**src/rtl/nvram_pkg.sv**
```systemverilog
// nvram_pkg: definitions shared by the NVRAM upload path.
//   state_e      - upload FSM states (idle / RAM fetch / one-cycle result publish)
//   FILL_DEFAULT - byte returned for unmapped addresses and RAM timeouts
//   CNT_W        - width of the ram_ack timeout counter
package nvram_pkg;

    typedef enum logic [1:0] {
        StIdle,
        StFetch,
        StDone
    } state_e;

    localparam logic [7:0]  FILL_DEFAULT = 8'hFF;
    localparam int unsigned CNT_W        = 8;

endpackage

```
**src/rtl/nvram_csum.sv**
```systemverilog
// nvram_csum: 8-bit running sum (mod 256) of NVRAM bytes delivered during an upload session.
// Built only when NVRAM_UPLOAD_CSUM_EN is defined; otherwise this file is empty.
//   i_clk      system clock
//   i_reset_n  synchronous active-low reset (clears the sum)
//   i_upload   upload session level; the sum clears on its rising edge
//   i_add      add i_byte to the sum this cycle
//   i_byte     byte to accumulate
//   o_sum      current sum
`ifdef NVRAM_UPLOAD_CSUM_EN
module nvram_csum (
    input  logic       i_clk,
    input  logic       i_reset_n,
    input  logic       i_upload,
    input  logic       i_add,
    input  logic [7:0] i_byte,
    output logic [7:0] o_sum
);

    logic       r_upload;
    logic [7:0] r_sum;

    always_ff @(posedge i_clk) begin
        if (!i_reset_n) begin
            r_upload <= 1'b0;
            r_sum    <= 8'h00;
        end else begin
            r_upload <= i_upload;
            if (i_upload && !r_upload) begin
                r_sum <= 8'h00;
            end else if (i_add) begin
                r_sum <= r_sum + i_byte;
            end
        end
    end

    assign o_sum = r_sum;

endmodule
`endif

```
**src/rtl/nvram_upload.sv**
```systemverilog
// nvram_upload: serves hps_io upload reads from the core's NVRAM through a shared RAM port.
// Optional feature: NVRAM_UPLOAD_CSUM_EN adds a checksum byte readable at address SIZE.
//   clk_sys       system clock
//   reset_n       synchronous active-low reset
//   ioctl_upload  upload session active (level)
//   ioctl_rd      one-cycle read strobe for ioctl_addr
//   ioctl_addr    requested byte address
//   ioctl_din     returned byte (holds last value)
//   ioctl_wait    high while a RAM fetch is pending
//   ram_req       RAM read request, held until ack/timeout/abort
//   ram_addr      RAM byte address
//   ram_ack       one-cycle ack, ram_data valid in the same cycle
//   ram_data      RAM read data
//   pause_cpu     stall request to the game CPU
module nvram_upload
    import nvram_pkg::*;
#(
    parameter int unsigned ADDR_W  = 10,
    parameter int unsigned SIZE    = 1024,
    parameter logic [7:0]  FILL    = FILL_DEFAULT,
    parameter int unsigned TIMEOUT = 255
) (
    input  logic              clk_sys,
    input  logic              reset_n,
    input  logic              ioctl_upload,
    input  logic              ioctl_rd,
    input  logic [24:0]       ioctl_addr,
    output logic [7:0]        ioctl_din,
    output logic              ioctl_wait,
    output logic              ram_req,
    output logic [ADDR_W-1:0] ram_addr,
    input  logic              ram_ack,
    input  logic [7:0]        ram_data,
    output logic              pause_cpu
);

    localparam logic [CNT_W-1:0] TO_LIM = CNT_W'(TIMEOUT);

    state_e            r_state, w_state_d;
    logic [7:0]        r_din, w_din_d;
    logic              r_req, w_req_d;
    logic              r_wait, w_wait_d;
    logic [ADDR_W-1:0] r_addr, w_addr_d;
    logic [CNT_W-1:0]  r_cnt, w_cnt_d;
    logic              r_upload;
    logic              w_in_range;

    assign w_in_range = ioctl_addr < 25'(SIZE);

`ifdef NVRAM_UPLOAD_CSUM_EN
    logic       w_deliver;
    logic [7:0] w_deliver_byte;
    logic [7:0] w_sum;
    logic [7:0] w_csum_byte;
    logic       w_is_csum;

    // Same conditions under which the FSM publishes a RAM byte or a timeout FILL.
    assign w_deliver      = (r_state == StFetch) && ioctl_upload && (ram_ack || (r_cnt == TO_LIM));
    assign w_deliver_byte = ram_ack ? ram_data : FILL;
    // Two's complement so that image bytes plus this byte sum to zero.
    assign w_csum_byte    = ~w_sum + 8'd1;
    assign w_is_csum      = ioctl_addr == 25'(SIZE);

    nvram_csum u_csum (
        .i_clk     (clk_sys),
        .i_reset_n (reset_n),
        .i_upload  (ioctl_upload),
        .i_add     (w_deliver),
        .i_byte    (w_deliver_byte),
        .o_sum     (w_sum)
    );
`endif

    always_comb begin
        w_state_d = r_state;
        w_din_d   = r_din;
        w_req_d   = r_req;
        w_wait_d  = r_wait;
        w_addr_d  = r_addr;
        w_cnt_d   = r_cnt;
        unique case (r_state)
            StIdle: begin
                if (ioctl_rd && ioctl_upload) begin
                    if (w_in_range) begin
                        w_addr_d  = ioctl_addr[ADDR_W-1:0];
                        w_req_d   = 1'b1;
                        w_wait_d  = 1'b1;
                        w_cnt_d   = '0;
                        w_state_d = StFetch;
`ifdef NVRAM_UPLOAD_CSUM_EN
                    end else if (w_is_csum) begin
                        w_din_d = w_csum_byte;
`endif
                    end else begin
                        w_din_d = FILL;
                    end
                end
            end
            StFetch: begin
                // Abort takes priority over a coincident ack; that data is dropped.
                if (!ioctl_upload) begin
                    w_req_d   = 1'b0;
                    w_wait_d  = 1'b0;
                    w_state_d = StIdle;
                end else if (ram_ack) begin
                    w_din_d   = ram_data;
                    w_req_d   = 1'b0;
                    w_wait_d  = 1'b0;
                    w_state_d = StDone;
                end else if (r_cnt == TO_LIM) begin
                    w_din_d   = FILL;
                    w_req_d   = 1'b0;
                    w_wait_d  = 1'b0;
                    w_state_d = StDone;
                end else begin
                    w_cnt_d = r_cnt + 1'b1;
                end
            end
            StDone: begin
                w_state_d = StIdle;
            end
            default: begin
                w_state_d = StIdle;
            end
        endcase
    end

    always_ff @(posedge clk_sys) begin
        if (!reset_n) begin
            r_state  <= StIdle;
            r_din    <= 8'h00;
            r_req    <= 1'b0;
            r_wait   <= 1'b0;
            r_addr   <= '0;
            r_cnt    <= '0;
            r_upload <= 1'b0;
        end else begin
            r_state  <= w_state_d;
            r_din    <= w_din_d;
            r_req    <= w_req_d;
            r_wait   <= w_wait_d;
            r_addr   <= w_addr_d;
            r_cnt    <= w_cnt_d;
            r_upload <= ioctl_upload;
        end
    end

    assign ioctl_din  = r_din;
    assign ioctl_wait = r_wait;
    assign ram_req    = r_req;
    assign ram_addr   = r_addr;
    assign pause_cpu  = r_upload | (r_state != StIdle);

endmodule
```
**config.mk**
```make
export PLATFORM = sky130hd
export DESIGN_NAME = nvram_upload
export DESIGN_NICKNAME = d
export VERILOG_FILES = /design/src/rtl/nvram_pkg.sv /design/src/rtl/nvram_csum.sv /design/src/rtl/nvram_upload.sv
export SDC_FILE = /design/constraint.sdc
export NUM_CORES = 1
export LEC_CHECK = 0
export BUFFER_PORTS_ARGS = -buffer_cell sky130_fd_sc_hd__buf_2
export CORE_UTILIZATION = 46
export DETAILED_ROUTE_END_ITERATION = 7
export PLACE_DENSITY_LB_ADDON = 0.12
export SETUP_SLACK_MARGIN = 0.3
export SLEW_MARGIN = 40
export SYNTH_ARGS = -nofsm -noshare
export SYNTH_HDL_FRONTEND = slang
export SYNTH_SLANG_ARGS = --single-unit
```
**constraint.sdc**
```tcl
create_clock -name clk_sys -period 2.1 [get_ports clk_sys]
set_clock_uncertainty 0.05 [all_clocks]
set_input_delay 0.42 -clock clk_sys [delete_from_list [all_inputs] [get_ports clk_sys]]
set_output_delay 0.42 -clock clk_sys [all_outputs]
set_load 0.02 [all_outputs]
```
Word level (Yosys, flattened, before mapping). Cells that the tools add are included.

Add/subtract/negate cells: 1. Bitwise operators: 1. Equal/unequal tests: 10. Mux-type cells: 24. Magnitude comparators: 1. Reductions and logical operators: 9.

Operators by type and width (count): 8-bit two-way mux (10); 8-bit case mux with 2 select lines (2); 25-bit by 11-bit less-than comparator with 1-bit output (second input constant) (1); 2-bit inequality test (second input constant) (6); 2-bit two-way mux (5); 8-bit by 1-bit adder with 8-bit output (second input constant) (1); 8-bit equality test (second input constant) (1); 3-bit AND reduction (2); 6-bit AND reduction (1); 1-bit two-way mux (5); 5-bit AND reduction (1); 4-bit inequality test (second input constant) (1); 2-bit case mux with 2 select lines (1); 4-bit AND reduction (1); 2-bit nonzero test (2); 3-bit inequality test (second input constant) (1); 2-bit by 1-bit equality test with 1-bit output (second input constant) (1); 2-bit zero test (1); 1-bit case mux with 2 select lines (1); 1-bit logical AND (1); 1-bit bitwise OR (1).

Bits in registers: 30.

Logic depth before layout (Yosys ltp). Gate-level depths: netlist of the first run.

Depth after elaboration: 5. Mapped depth: 6.

Least setup slack after synthesis of the first run. Ideal clock, no wire load.

Path type: input port to flip-flop. Start: input port ioctl_addr[16]. End: register r_cnt[0]. Library setup time: 126 ps. Cell stages on the path: 5. Slack: 563 ps. Arrival: 1361 ps. Path buffers: 1. Data required time: 1924 ps. Path through: nor4_2 -> nand4_2 -> clkbuf_1 -> o2111ai_1 -> o31ai_1.

Longest elaborated chain between the ends: 3.

Ends and longest elaborated chain: start: declaration (line nvram_upload.sv:27) `input logic [24:0] ioctl_addr,`; 25-bit by 11-bit less-than comparator with 1-bit output (line nvram_upload.sv:48) `assign w_in_range = ioctl_addr < 25'(SIZE);`; 2-bit inequality test (no line); 6-bit AND reduction (no line); end signal: assignment (line nvram_upload.sv:143) `r_cnt <= w_cnt_d;`; end: declaration (line nvram_upload.sv:44) `logic [CNT_W-1:0] r_cnt, w_cnt_d;`.

No other way between the ends. A chain may end at the register's enable or synchronous reset.

Worst setup path in the final report of the first run.
Start: register r_cnt[0]. End: register r_cnt[7].

Longest elaborated chain between the ends: 5. Elaborated cells between the ends (all ways): 8.

Ends and longest elaborated chain: 8-bit by 1-bit adder with 8-bit output (line nvram_upload.sv:116) `w_cnt_d = r_cnt + 1'b1;`; 8-bit two-way mux (line nvram_upload.sv:110) `end else if (r_cnt == TO_LIM) begin`; 8-bit two-way mux (line nvram_upload.sv:105) `end else if (ram_ack) begin`; 8-bit two-way mux (line nvram_upload.sv:101) `if (!ioctl_upload) begin`; 8-bit case mux with 2 select lines (line nvram_upload.sv:81) `unique case (r_state)`.

Several ways; a longest one is shown, not always the timed one. The select of a mux whose other input is x is not followed.

==> flow_summary.toml, run 1 <==
[run_status]
status = "finished, violations left"
violations = "design-rule violations"

[flow_run]
cap_violations = 0

[grt]
grt_most_used_layer = "met2"
use_met3 = 0.04147
antenna_found_initial = 0
grtUsageTotal = 0.1989
grt_pass1_vias = 1244
use_met1 = 0.2425
grt_remaining_overflow = 0
grt_start_max_net_pins = 23
gr-usage-met2 = 0.3503
grt_pass1_wl_um = 5161

[cells_and_area]
syn2layout_area_growth_pct = 31.12
stdcell_area_mm2 = 0.001808
drive_gt1_frac = 0.3814
fillCellCount = 249
layoutNonFillerInstCount = 246
layout.nets = 253
num_antenna_cells = 0

[clock_network]
cts_buffers = 5
cts_tree = "done"
clkTransAtPathRegs_ps = 110
numClockSinks = 30
cts-htree-levels = 2
clockBufferDepth = 2
cts_root_buf = "clkbuf_4"
clock_latency_ps = 330
cts-hold-fix-buffers = 0

[route]
wire_per_inst_um = 13.19
drtIter0Drc = 44
vias_per_cell = 5.606
firstDrtPassIters = 6
drc = 4
finalWirelength_um = 3245
via_count = 1379
antenna_left = 0

[synthesis]
synthesis.area_mm2 = 0.001379
netlist.area_leader.share = 0.4356
synth_area_per_cell_um2 = 9.131
synth_nets = 190
synthDistinctLibCells = 30
ys_warn_count = 0
yosys_register_bits = 30
synth_top_area_cell = "dfxtp_1"
synth_commonest_cells = "dfxtp_1, o21ai_0, a21oi_1, nand3_1, nand2_1"
ys_top_cells_by_area = "dfxtp_1, o21ai_0, a21oi_1, mux2i_1, nand3_1"
yosysMostFrequentCell = "dfxtp_1"
yosysSeqAreaShare = 0.4356
syn_inst = 151
async_flop_share = 0
synth-edff-count = 0
synthFlopType = "dfxtp_1"

[die]
ioPinCount = 59
die_area_mm2 = 0.003221
core_area_mm2 = 0.002805
initial_core_util = 0.4915
fp.dieW_um = 56.75
fp.dieH_um = 56.75
rows = 19

[power_and_ir_drop]
power.leakage_nw = 0.7772
clockPowerShare = 0.388
p_sw_frac = 0.2398
totalPowerFinal_mw = 1.157
netSwitchingPower_uw = 277.4
intPower_uw = 879.3
peakVddDrop_v = 0.0003794
power_density_mw_per_mm2 = 639.8
seq_power_share = 0.507
comb_power_share = 0.105

[placed_design]
dp.cells = 233
gp_congestion = 0.7132
placed_cell_area_mm2 = 0.001680
placement.io_buffers = 58
dp_hpwl_um = 2315

[worst_setup_path]
endpoint_kind = "flop"
crit_type = "flop to flop"
rr_endpoint = "r_cnt[7]"
start_kind = "flop"
path_max_fanout = 5
r2r_cells = 5
rr_startpoint = "r_cnt[0]"
worstPathCellList = "ha_1, nand3_2, o2111ai_4, or4_1, a21oi_1"
max_stage_delay_ps = 490
arrival_ps = 1890
slowest_stage = "or4_1"
worstPathRequired_ps = 2300
r2r_slack_ps = 410

[sta]
holdWs_ps = 278.8
worst_pin_slew_ps = 515.0
slew_headroom = 0.6567
rsz0062_at_grt = "false"
timing.final.crit_share = 0.8071
slew_viol_final = 0
finalHoldViolCount = 0
period_minus_slack_ps = 1695
setup_tns_ps = 0
fmax_mhz = 590.0
finalSetupViolations = 0

[worst_hold_path]
hold_depth = 3
whs_endpoint = "ram_addr[1]"
hold_path.class = "input port to flop"
hold_start = "ioctl_addr[1]"
worst max-delay path, delay by kind of cell, from the launching register on:
family,cells,cell delay (ps)
AOI/OAI and AO/OA,2,330
and+or+nand+nor,2,630
adders and majority gates,1,250
DFF,1,360
placed cells by master, fill, tap and decap left out:
cell,instances
a21oi_1,17
a2bb2oi_4,1
a31oi_1,1
and2_1,1
and3_1,1
and4_1,1
buf_2,58
buf_4,6
bufinv_16,1
clkbuf_4,5
clkinv_2,2
dfxtp_1,30
ha_1,1
inv_1,4
mux2i_1,8
nand2_1,14
nand2b_1,1
nand3_1,14
nand3_2,1
nand4_2,2
nor2_1,1
nor2b_4,1
nor3_1,2
nor4_2,1
nor4_4,2
o2111ai_1,2
o2111ai_2,1
o2111ai_4,1
o21a_1,1
o21ai_0,21
o21ai_1,1
o31ai_1,5
or3_1,3
or4_1,4
through the flow:
stage	utilization	worst slack [ps]
floorplan	-	562.8
global placement	0.5990	317.6
detailed placement	0.5990	259.9
CTS	0.6374	333.9
global route	0.6445	296.9
finish	0.6445	405.0
timing repair:
| action | in CTS | in global routing |
|---|---|---|
| buffers inserted | 4 | 0 |
| endpoints found under the setup margin | 1 | 6 |
| resized for setup | 0 | 1 |
| pin swaps | 1 | 1 |
| gates cloned | 0 | 1 |
logic make-up after synthesis:
logic type	synth area share
compound gates	0.2296
fa+ha+maj	0.009073
buf+inv	0.04173
flops	0.4356
mux	0.05808
simple gates	0.2260
cell type report:
cell class | count | area, um^2 | area share
Tap cell | 31 | 38.79 | 0.02145
Clock buffer | 5 | 37.54 | 0.02076
Timing Repair Buffer | 64 | 335.3 | 0.1855
Multi-Input combinational cell | 109 | 740.7 | 0.4097
Inverter | 4 | 15.01 | 0.008305
Sequential cell | 30 | 600.6 | 0.3322
Clock inverter | 3 | 40.04 | 0.02215
worst max-delay path by stage:
stage          cells after the start           start           end  slack [ps]
3_5_place_dp                       5  ioctl_addr[16]  ioctl_din[3]         260
6_report                           5        r_cnt[0]      r_cnt[7]         410
4_1_cts                            5        r_cnt[0]      r_cnt[7]         330
2_1_floorplan                      5  ioctl_addr[16]      r_cnt[0]         560
3_3_place_gp                       5  ioctl_addr[16]  ioctl_din[0]         320
5_1_grt                            5        r_cnt[0]      r_cnt[7]         300
per-layer routing:
metal,part of all wire,vias up,wire (um)
met5,0,-,0
met4,0.0037,0,12
met3,0.053,2,171
met2,0.50,50,1617
met1,0.44,636,1443
li1,-,691,-
registers in the layout, summed over array words and instances, names as in the netlist:
signal	flops
ioctl_wait	1
ioctl_din	8
r_cnt	8
r_state	2
ram_addr	10
r_upload	1
power by group through the flow:
stage / Combinational, mW / Sequential (mW) / Clock [mW]
floorplan: 0.0445 / 0.615 / 0
global placement: 0.116 / 0.600 / 0
detailed placement: 0.120 / 0.600 / 0
CTS: 0.120 / 0.587 / 0.458
global route: 0.132 / 0.588 / 0.473
finish: 0.121 / 0.587 / 0.449
Power figures use the tool's default switching activity.
==> run 2: changes to the inputs <==
Clock period 2.1 ns to 1.8 ns, I/O delays scaled along.
==> run 2 against run 1 <==
  * The run still ends with design-rule violations left
  * Design area grew 11%
  * Sequential share of layout area shrank 2.8 points
  * Cell count grew 3.3%
  * Largest cell class unchanged
==> flow_summary.toml, run 2 (same netlist as run 1, synthesis figures left out) <==
[run_status]
status = "finished, violations left"
violations = "design-rule violations"

[sta]
finalSetupViolations = 0
slew_viol_final = 0
period_minus_slack_ps = 1586
worst_pin_slew_ps = 424.6
timing.final.crit_share = 0.8811
finalHoldViolCount = 0
fmax_mhz = 630.5
slew_headroom = 0.7166
rsz0062_at_grt = "true"
setup_tns_ps = 0

[cells_and_area]
drive_gt1_frac = 0.5022
final_common_cell = "buf_2"
multi_input_area_um2 = 843.3
largest_reg_flops = 10
syn2layout_area_growth_pct = 45.46
num_antenna_cells = 0
area.sequential_um2 = 610.6
layout.nets = 261
fillCellCount = 227
layout_common_cells = "buf_2, dfxtp_1, o21ai_0"

[route]
drtIter0Drc = 41
wire_per_inst_um = 14.22
vias_per_cell = 5.724
drc = 4
antenna_left = 0
finalWirelength_um = 3611
firstDrtPassIters = 6
via_count = 1454

[grt]
grt_pass1_wl_um = 5927
grtUsageTotal = 0.2368
antenna_found_initial = 0
grt_remaining_overflow = 0
grt_start_max_net_pins = 23
grt_pass1_vias = 1405

[worst_hold_path]
hold_path.class = "input port to flop"
hold_depth = 3
whs_endpoint = "ram_addr[8]"
hold_start = "ioctl_addr[8]"

[clock_network]
cts-htree-levels = 2
cts-hold-fix-buffers = 0
clock_latency_ps = 340
clkTransAtPathRegs_ps = 110
cts_buffers = 5
cts_root_buf = "clkbuf_4"
cts_tree = "done"
clockBufferDepth = 2
numClockSinks = 30

[worst_setup_path]
crit_type = "flop to output port"
worstPathRequired_ps = 1390
r2r_cells = 5
rr_startpoint = "r_cnt[1]"
r2r_slack_ps = 220
slowest_stage = "or3_4"
endpoint_kind = "output port"
start_kind = "flop"
worstPathCellList = "or3_4, buf_6"
path_max_fanout = 2
arrival_ps = 1180
rr_endpoint = "r_cnt[7]"
max_stage_delay_ps = 370

[die]
die_area_mm2 = 0.003221
core_area_mm2 = 0.002805
ioPinCount = 59
fp.dieH_um = 56.75
rows = 19
fp.dieW_um = 56.75
initial_core_util = 0.4915

[power_and_ir_drop]
power.leakage_nw = 0.8521
power_density_mw_per_mm2 = 687.5
peakVddDrop_v = 0.0004451
totalPowerFinal_mw = 1.379

[placed_design]
gp_congestion = 0.7210
dp_hpwl_um = 2370
placement.io_buffers = 58

[flow_run]
cap_violations = 0
[run 2: how the worst max path moves through the flow]
stage,start,end,cells past startpoint
floorplan,r_cnt[0],r_cnt[5],5
global placement,ioctl_addr[16],ioctl_din[2],5
detailed placement,ioctl_addr[16],ioctl_din[3],5
CTS,r_state[0],pause_cpu,2
global route,r_cnt[0],r_cnt[7],5
finish,r_state[0],pause_cpu,2
[run 2: metal layers]
metal | up-vias | global-route usage | part of all wire
li1 | 705 | - | -
met1 | 686 | 0.2714 | 0.42
met2 | 55 | 0.4371 | 0.52
met3 | 8 | 0.04147 | 0.047
met4 | 0 | 0.08362 | 0.014
met5 | - | 0 | 0
[run 2: final cells by class]
cell class              instances  share of cell area
well taps                      31             0.01934
clock inverters                 3             0.01996
multi-input cells             109              0.4205
repair buffers                 72              0.2096
flip-flops and latches         30              0.3044
inverters                       4            0.007486
clock buffers                   5             0.01871
[run 2: where the power goes]
part | switching [mW] | internal (mW)
clock | 0.246 | 0.288
combinational | 0.0882 | 0.0723
sequential | 0.00662 | 0.678
total | 0.341 | 1.04
[run 2: what timing repair did]
item	in CTS	in global routing
endpoints found under the setup margin	17	29
cloned	1	0
setup buffers	11	0
pin swaps	6	8
endpoints found under the hold margin	0	0
resized for setup	14	27
[run 2: through the flow]
step	cells	hold slack [ps]	instance area, um^2	util	setup slack [ps]
6_report	254	208.5	2006	0.7150	214.0
5_1_grt	254	215.3	2006	0.7150	185.7
4_1_cts	254	209.3	1921	0.6847	228.1
3_5_place_dp	234	400.9	1693	0.6035	-2.045
3_3_place_gp	234	394.6	1693	0.6035	67.71
2_1_floorplan	151	413.6	1384	-	304.8
[run 2: worst max-delay path: cells and delay by family (launching register included)]
family                 cells  cell delay, ps
buffers and inverters      1             140
DFF                        1             340
and+or+nand+nor            1             370
